--- config.mk ---
export PLATFORM = sky130hd
export DESIGN_NAME = seq_register_bank
export DESIGN_NICKNAME = d
export VERILOG_FILES = /design/src/rtl/seq_pkg.sv /design/src/rtl/seq_playback_fsm.sv /design/src/rtl/seq_register_bank.sv
export SDC_FILE = /design/constraint.sdc
export NUM_CORES = 1
export LEC_CHECK = 0
export CORE_AREA = 2 2 118 120
export DETAILED_ROUTE_END_ITERATION = 7
export DIE_AREA = 0 0 120 122
export GPL_TIMING_DRIVEN = 0
export HOLD_SLACK_MARGIN = 0.02
export PLACE_DENSITY = 0.59
export SYNTH_ARGS = -nofsm -noshare
export SYNTH_HDL_FRONTEND = slang
export SYNTH_SLANG_ARGS = --single-unit
--- constraint.sdc ---
create_clock -name clk -period 4.5 [get_ports clk]
set_input_delay 0.9 -clock clk [delete_from_list [all_inputs] [get_ports clk]]
set_output_delay 0.9 -clock clk [all_outputs]
set_load 0.005 [all_outputs]
--- src/rtl/seq_pkg.sv ---
// Shared types and ring-pointer helpers for the sequence register bank.
// Latency: n/a (package only).
// Backpressure: n/a (package only).
package seq_pkg;

  typedef enum logic {
    PLAY_IDLE = 1'b0,
    PLAY_RUN  = 1'b1
  } play_state_t;

  // Advance a ring pointer by one, wrapping at depth. The explicit compare
  // keeps this correct when depth is not a power of two.
  function automatic int unsigned mod_inc(input int unsigned v, input int unsigned depth);
    return (v == depth - 32'd1) ? 32'd0 : v + 32'd1;
  endfunction

  // Ring offset: (base + off) mod depth, valid for base, off < depth.
  function automatic int unsigned mod_add(input int unsigned base, input int unsigned off,
                                          input int unsigned depth);
    int unsigned s;
    s = base + off;
    return (s >= depth) ? s - depth : s;
  endfunction

endpackage

--- src/rtl/seq_playback_fsm.sv ---
// Playback sequencer: walks logical indices 0..length-1 as a valid/ready stream.
// Latency: pb_valid rises one cycle after an accepted start; done pulses one cycle after the final handshake.
// Backpressure: idx and pb_last hold while pb_ready is low; start is ignored while busy.
//
// Ports:
//   clk, rst       clock, async active-high reset
//   start          request playback (ignored while running)
//   clear          abort playback without a done pulse
//   length         number of stored words, frozen while busy
//   pb_ready       consumer accepts the current word
//   idx            logical index of the current word
//   busy, pb_valid high while playing
//   pb_last        current word is the final entry
//   done           one-cycle pulse at end of playback (or empty start)
module seq_playback_fsm
  import seq_pkg::*;
#(
  parameter  int DEPTH  = 32,
  localparam int ADDR_W = $clog2(DEPTH),
  localparam int LEN_W  = $clog2(DEPTH + 1)
) (
  input  logic              clk,
  input  logic              rst,
  input  logic              start,
  input  logic              clear,
  input  logic [LEN_W-1:0]  length,
  input  logic              pb_ready,
  output logic [ADDR_W-1:0] idx,
  output logic              busy,
  output logic              pb_valid,
  output logic              pb_last,
  output logic              done
);

  play_state_t state;

  always_ff @(posedge clk or posedge rst) begin
    if (rst) begin
      state    <= PLAY_IDLE;
      idx      <= '0;
      busy     <= 1'b0;
      pb_valid <= 1'b0;
      pb_last  <= 1'b0;
      done     <= 1'b0;
    end else begin
      done <= 1'b0;
      if (clear) begin
        state    <= PLAY_IDLE;
        idx      <= '0;
        busy     <= 1'b0;
        pb_valid <= 1'b0;
        pb_last  <= 1'b0;
      end else begin
        case (state)
          PLAY_IDLE: begin
            if (start) begin
              if (length != '0) begin
                state    <= PLAY_RUN;
                idx      <= '0;
                busy     <= 1'b1;
                pb_valid <= 1'b1;
                pb_last  <= (length == LEN_W'(1));
              end else begin
                // Nothing to play: report completion straight away.
                done <= 1'b1;
              end
            end
          end
          PLAY_RUN: begin
            if (pb_ready) begin
              if (pb_last) begin
                state    <= PLAY_IDLE;
                idx      <= '0;
                busy     <= 1'b0;
                pb_valid <= 1'b0;
                pb_last  <= 1'b0;
                done     <= 1'b1;
              end else begin
                idx <= idx + ADDR_W'(1);
                // Next index idx+1 is last when idx+2 == length; since we only
                // advance when idx <= length-2, the sum always fits LEN_W.
                pb_last <= ((LEN_W'(idx) + LEN_W'(2)) == length);
              end
            end
          end
          default: state <= PLAY_IDLE;
        endcase
      end
    end
  end

endmodule

--- src/rtl/seq_register_bank.sv ---
// Ordered sequence store (append / clear / random read / streamed playback), ring-buffer backed.
// Latency: rd_data one cycle after rd_addr; appends visible in length/full next cycle; playback 1 word/cycle.
// Backpressure: playback stalls on pb_ready low; appends ignored while busy; full appends dropped with overflow pulse.
//
// Ports:
//   clk, rst                    clock, async active-high reset
//   clear                       empty sequence, abort playback (highest priority)
//   wr_en, wr_data              append a word
//   rd_addr, rd_data            registered random read, 0 = oldest; 0 beyond length
//   length, full                occupancy
//   overflow                    one-cycle pulse when a full append is dropped
//   play_start, busy            start playback / playback running
//   pb_valid, pb_data, pb_last  playback stream towards the consumer
//   pb_ready                    consumer accept
//   done                        one-cycle pulse at end of playback
//
// Build option: define SEQ_WRAP_EN to make an append while full overwrite the
// oldest entry instead of being dropped.
module seq_register_bank
  import seq_pkg::*;
#(
  parameter  int DATA_WIDTH = 2,
  parameter  int DEPTH      = 32,
  localparam int ADDR_W     = $clog2(DEPTH),
  localparam int LEN_W      = $clog2(DEPTH + 1)
) (
  input  logic                  clk,
  input  logic                  rst,
  input  logic                  clear,
  input  logic                  wr_en,
  input  logic [DATA_WIDTH-1:0] wr_data,
  input  logic [ADDR_W-1:0]     rd_addr,
  output logic [DATA_WIDTH-1:0] rd_data,
  output logic [LEN_W-1:0]      length,
  output logic                  full,
  output logic                  overflow,
  input  logic                  play_start,
  output logic                  busy,
  output logic                  pb_valid,
  output logic [DATA_WIDTH-1:0] pb_data,
  output logic                  pb_last,
  input  logic                  pb_ready,
  output logic                  done
);

  logic [DATA_WIDTH-1:0] mem [DEPTH];
  logic [ADDR_W-1:0]     head;
  logic [ADDR_W-1:0]     wr_ptr;
  logic [ADDR_W-1:0]     pb_idx;

  logic [ADDR_W-1:0] wr_ptr_nxt;
  logic [ADDR_W-1:0] head_nxt;
  logic [ADDR_W-1:0] rd_phys;
  logic [ADDR_W-1:0] pb_phys;

  logic start_take;
  logic wr_try;
  logic append_ok;
  logic wrap_ok;
  logic drop;

  assign full = (length == LEN_W'(DEPTH));

  assign wr_ptr_nxt = ADDR_W'(mod_inc(32'(wr_ptr), DEPTH));
  assign head_nxt   = ADDR_W'(mod_inc(32'(head), DEPTH));
  assign rd_phys    = ADDR_W'(mod_add(32'(head), 32'(rd_addr), DEPTH));
  assign pb_phys    = ADDR_W'(mod_add(32'(head), 32'(pb_idx), DEPTH));

  // A start request in IDLE owns the cycle, so a same-cycle append cannot
  // change length underneath the playback that is just being launched.
  assign start_take = play_start && !busy;
  assign wr_try     = wr_en && !clear && !busy && !start_take;
  assign append_ok  = wr_try && !full;

`ifdef SEQ_WRAP_EN
  assign wrap_ok = wr_try && full;
  assign drop    = 1'b0;
`else
  assign wrap_ok = 1'b0;
  assign drop    = wr_try && full;
`endif

  always_ff @(posedge clk or posedge rst) begin
    if (rst) begin
      for (int i = 0; i < DEPTH; i++) begin
        mem[i] <= '0;
      end
      head     <= '0;
      wr_ptr   <= '0;
      length   <= '0;
      overflow <= 1'b0;
      rd_data  <= '0;
    end else begin
      overflow <= drop;
      // Out-of-range reads return zero rather than stale storage.
      rd_data  <= (LEN_W'(rd_addr) < length) ? mem[rd_phys] : '0;

      if (clear) begin
        head   <= '0;
        wr_ptr <= '0;
        length <= '0;
      end else if (append_ok) begin
        mem[wr_ptr] <= wr_data;
        wr_ptr      <= wr_ptr_nxt;
        length      <= length + LEN_W'(1);
      end else if (wrap_ok) begin
        // Overwrite the oldest word; length stays at DEPTH.
        mem[wr_ptr] <= wr_data;
        wr_ptr      <= wr_ptr_nxt;
        head        <= head_nxt;
      end
    end
  end

  seq_playback_fsm #(
    .DEPTH (DEPTH)
  ) u_fsm (
    .clk      (clk),
    .rst      (rst),
    .start    (play_start),
    .clear    (clear),
    .length   (length),
    .pb_ready (pb_ready),
    .idx      (pb_idx),
    .busy     (busy),
    .pb_valid (pb_valid),
    .pb_last  (pb_last),
    .done     (done)
  );

  // Gated so the stream reads as zero whenever nothing is offered.
  assign pb_data = pb_valid ? mem[pb_phys] : '0;

endmodule

==> out/metrics.csv <==
stage,metric,value,unit
global_routing,vias in the first global route,3737,
critical_path,Crit Path Category,flip-flop to primary output,
critical_path,Setup crit start kind,flip-flop,
critical_path,worst-path fanout max,10,
cells_and_area,Final Core Density,45.08,%
timing,count of pins over their slew limit,0,
cells_and_area,post-route insts no fill,636,
synth,"FF+latch count, synth",87,
global_routing,Tot GR Track Use,19.53,%
place,RD Place Congestion,0.8562,
floorplanning,Site Rows,43,
synth,register area share after synthesis,41.39,%
cells_and_area,most frequent cells in the layout,"87 x dfrtp_1, 58 x mux2_1, 34 x mux4_2",
route,ANT nets after route,0,
timing,Fin Setup TNS,0,ps
cells_and_area,P&R area growth vs syn,15.72,%
pwr,Total Power,0.001870,W
clock_tree,# resized after CTS,0,
critical_path,CP required,3600,ps
route,wire per inst,21.21,µm
cells_and_area,fraction of layout cells with a size suffix above 1,22.81,%
synth,Ys Warns,0,
route,Routed WL,13.49,mm
timing,Final setup violation count,0,
synth,Syn Area/Cell,12.80,µm²
pwr,PwrDens,307.2,nW/µm²
place,Placement Setup Slack,821.0,ps
floorplanning,Core Area,13500,µm²
pwr,Leakage Power,2.633,nW
route,drt first-iter violations,307,
cells_and_area,fin nets,478,
clock_tree,H-tree lvl count,3,
clock_tree,CTS root buffer,clkbuf_16,
clock_tree,Max clock buf depth,2,
timing,Final Hold Fails,0,
synth,dominant synthesized flop cell,dfrtp_1,
global_routing,initial antenna violation count,0,
critical_path,crit path DAT,3180,ps
synth,"EDFF count, synth",0,
timing,RSZ-0062 raised after global routing,no,
global_routing,largest net degree at the start of global routing,68,
clock_tree,clock latency at the later pin of the worst-skew pair,340,ps
synth,synthesized netlist cell count,411,
route,Remaining DRCs,0,
route,DR pass1 iterations,4,
hold_path,Hold Path Class,flip-flop to flip-flop,
global_routing,global-route wire length before repair,21.43,mm
place,port bufs,28,
route,Via density,5.778,
timing,Slew Limit Headroom,42.77,%
job,# Max-Cap Violations,0,
clock_tree,CTS Buf Count,9,
timing,fin worst setup slack,417.7,ps
clock_tree,Post-CTS Repair Setup Buffers,0,
clock_tree,Post-CTS Hold Buffers,0,
synth,Synth cell types,53,
floorplanning,Initial Util,38.95,%
timing,worst slew pin tran,851.9,ps
status,status,"finished, final reports clean",
clock_tree,CTS tree,yes,
route,routed vias,3675,
global_routing,final global-route overflow total,0,
critical_path,crit path capture type,primary output,
timing,skew final,8.362,ps
cells_and_area,"commonest non-fill, non-tap cell in the layout",dfrtp_1,
synth,Syn Nets,438,
synth,Post-Syn Area,5260,µm²
floorplanning,die area,14640,µm²
synth,asr flop ratio synth,100.0,%
clock_tree,number of clock sinks,87,
cells_and_area,Antenna Cells,0,
timing,fmax,245.0,MHz
clock_tree,CTS clock-pin slew for the worst setup and hold paths,70,ps
floorplanning,overall die width,120,µm
floorplanning,Die H,122,µm
place,placed cell count,620,
floorplanning,I/O pin cnt,29,
pwr,peak supply drop,171.5,µV
timing,post-layout minimum cycle time,4082,ps
timing,fin crit share,90.72,%
place,hpwl dp,10.07,mm
==> logic make-up (layout without fill, tap and decap cells) <==
family                   Yosys count  after routing  synth area share [%]
buffers and inverters             43             88                 3.972
AO/OA/AOI/OAI                     44             44                 6.257
AND/OR/NAND/NOR                  108            108                 13.53
adder cells (fa/ha/maj)           14             14                 3.330
flip-flops                        87             87                 41.39
multiplexers                     104            104                 29.69
XOR/XNOR                          11             11                 1.832
==> area by class of cell <==
cell class | instances | area [µm²]
Buffer | 33 | 171.4
Clock buffer | 11 | 232.7
Clock inverter | 5 | 58.81
Fill cell | 1227 | 7417
Inverter | 10 | 40.04
Multi-Input combinational cell | 281 | 2874
Sequential cell | 87 | 2177
Tap cell | 180 | 225.2
Timing Repair Buffer | 29 | 307.8
==> synthesized netlist by cell type, drive strengths merged, types with 4 or more instances <==
cell type	n	share of area [%]
nor2	18	1.3
ha	14	3.3
inv	10	0.71
mux2	64	14
dfrtp	87	41
and3	5	0.64
nand3	40	6.7
nor2b	4	0.48
nand2b	4	0.48
nor3b	4	0.57
clkbuf	18	1.3
mux2i	6	1.1
xnor2	8	1.3
o21ai	9	0.86
buf	15	2.0
nand2	13	0.93
nor3	8	0.76
mux4	34	15
a31oi	4	0.76
o31ai	5	0.71
a21oi	4	0.38
==> stage by stage <==
step | area (µm²) | hold WS, ps
final | 6087 | 508.5
after global routing | 6087 | 528.2
after CTS | 6087 | 516.3
after detailed placement | 5796 | 501.1
after global placement | 5766 | 489.9
after floorplan | 5260 | 475.8
==> sequential cells by signal, summed over array words and instances, names as in the netlist <==
signal and cells:
u_fsm.pb_last 1, mem 64, length 6, rd_data 2, u_fsm.done 1, wr_ptr 5, overflow 1, u_fsm.state 1
u_fsm.busy 1, u_fsm.idx 5
==> per-layer routing <==
metal | wire (µm) | vias to the layer above | share of wire, % | GRT usage [%]
li1 | - | 1628 | - | -
met1 | 5576 | 1917 | 41 | 25.38
met2 | 6800 | 114 | 50 | 32.74
met3 | 917 | 16 | 6.8 | 4.120
met4 | 195 | 0 | 1.4 | 6.324
met5 | 0 | - | 0 | 0
==> worst paths after layout <==
check	from	slack [ps]	depth (start not counted)	endpoint
max in group asynchronous	rst	2980	3	mem[56]
worst max-delay path	u_fsm.idx[1]	420	7	pb_data[1]
worst min-delay path	mem[39]	510	1	mem[39]
worst max register to register	length[3]	2080	6	mem[17]
min in group asynchronous	rst	860	2	mem[7]
worst min register to register	mem[39]	510	1	mem[39]
==> power by group <==
| part | internal (W) | switching (W) | leakage [nW] | total (W) |
|---|---|---|---|---|
| combinational | 0.000134 | 0.000145 | 1.29 | 0.000279 |
| sequential | 0.000810 | 0.0000325 | 1.20 | 0.000843 |
| clock | 0.000431 | 0.000317 | 0.136 | 0.000748 |
==> critical path, cell delays in order, from the launching register on <==
cell and delay [ps]:
dfrtp_1 390, clkbuf_1 420, clkbuf_1 600, mux4_2 440, a22oi_1 220, nand3_1 110, and3_2 210, clkdlybuf4s50_1 440
(Power assumes the default switching activity.)
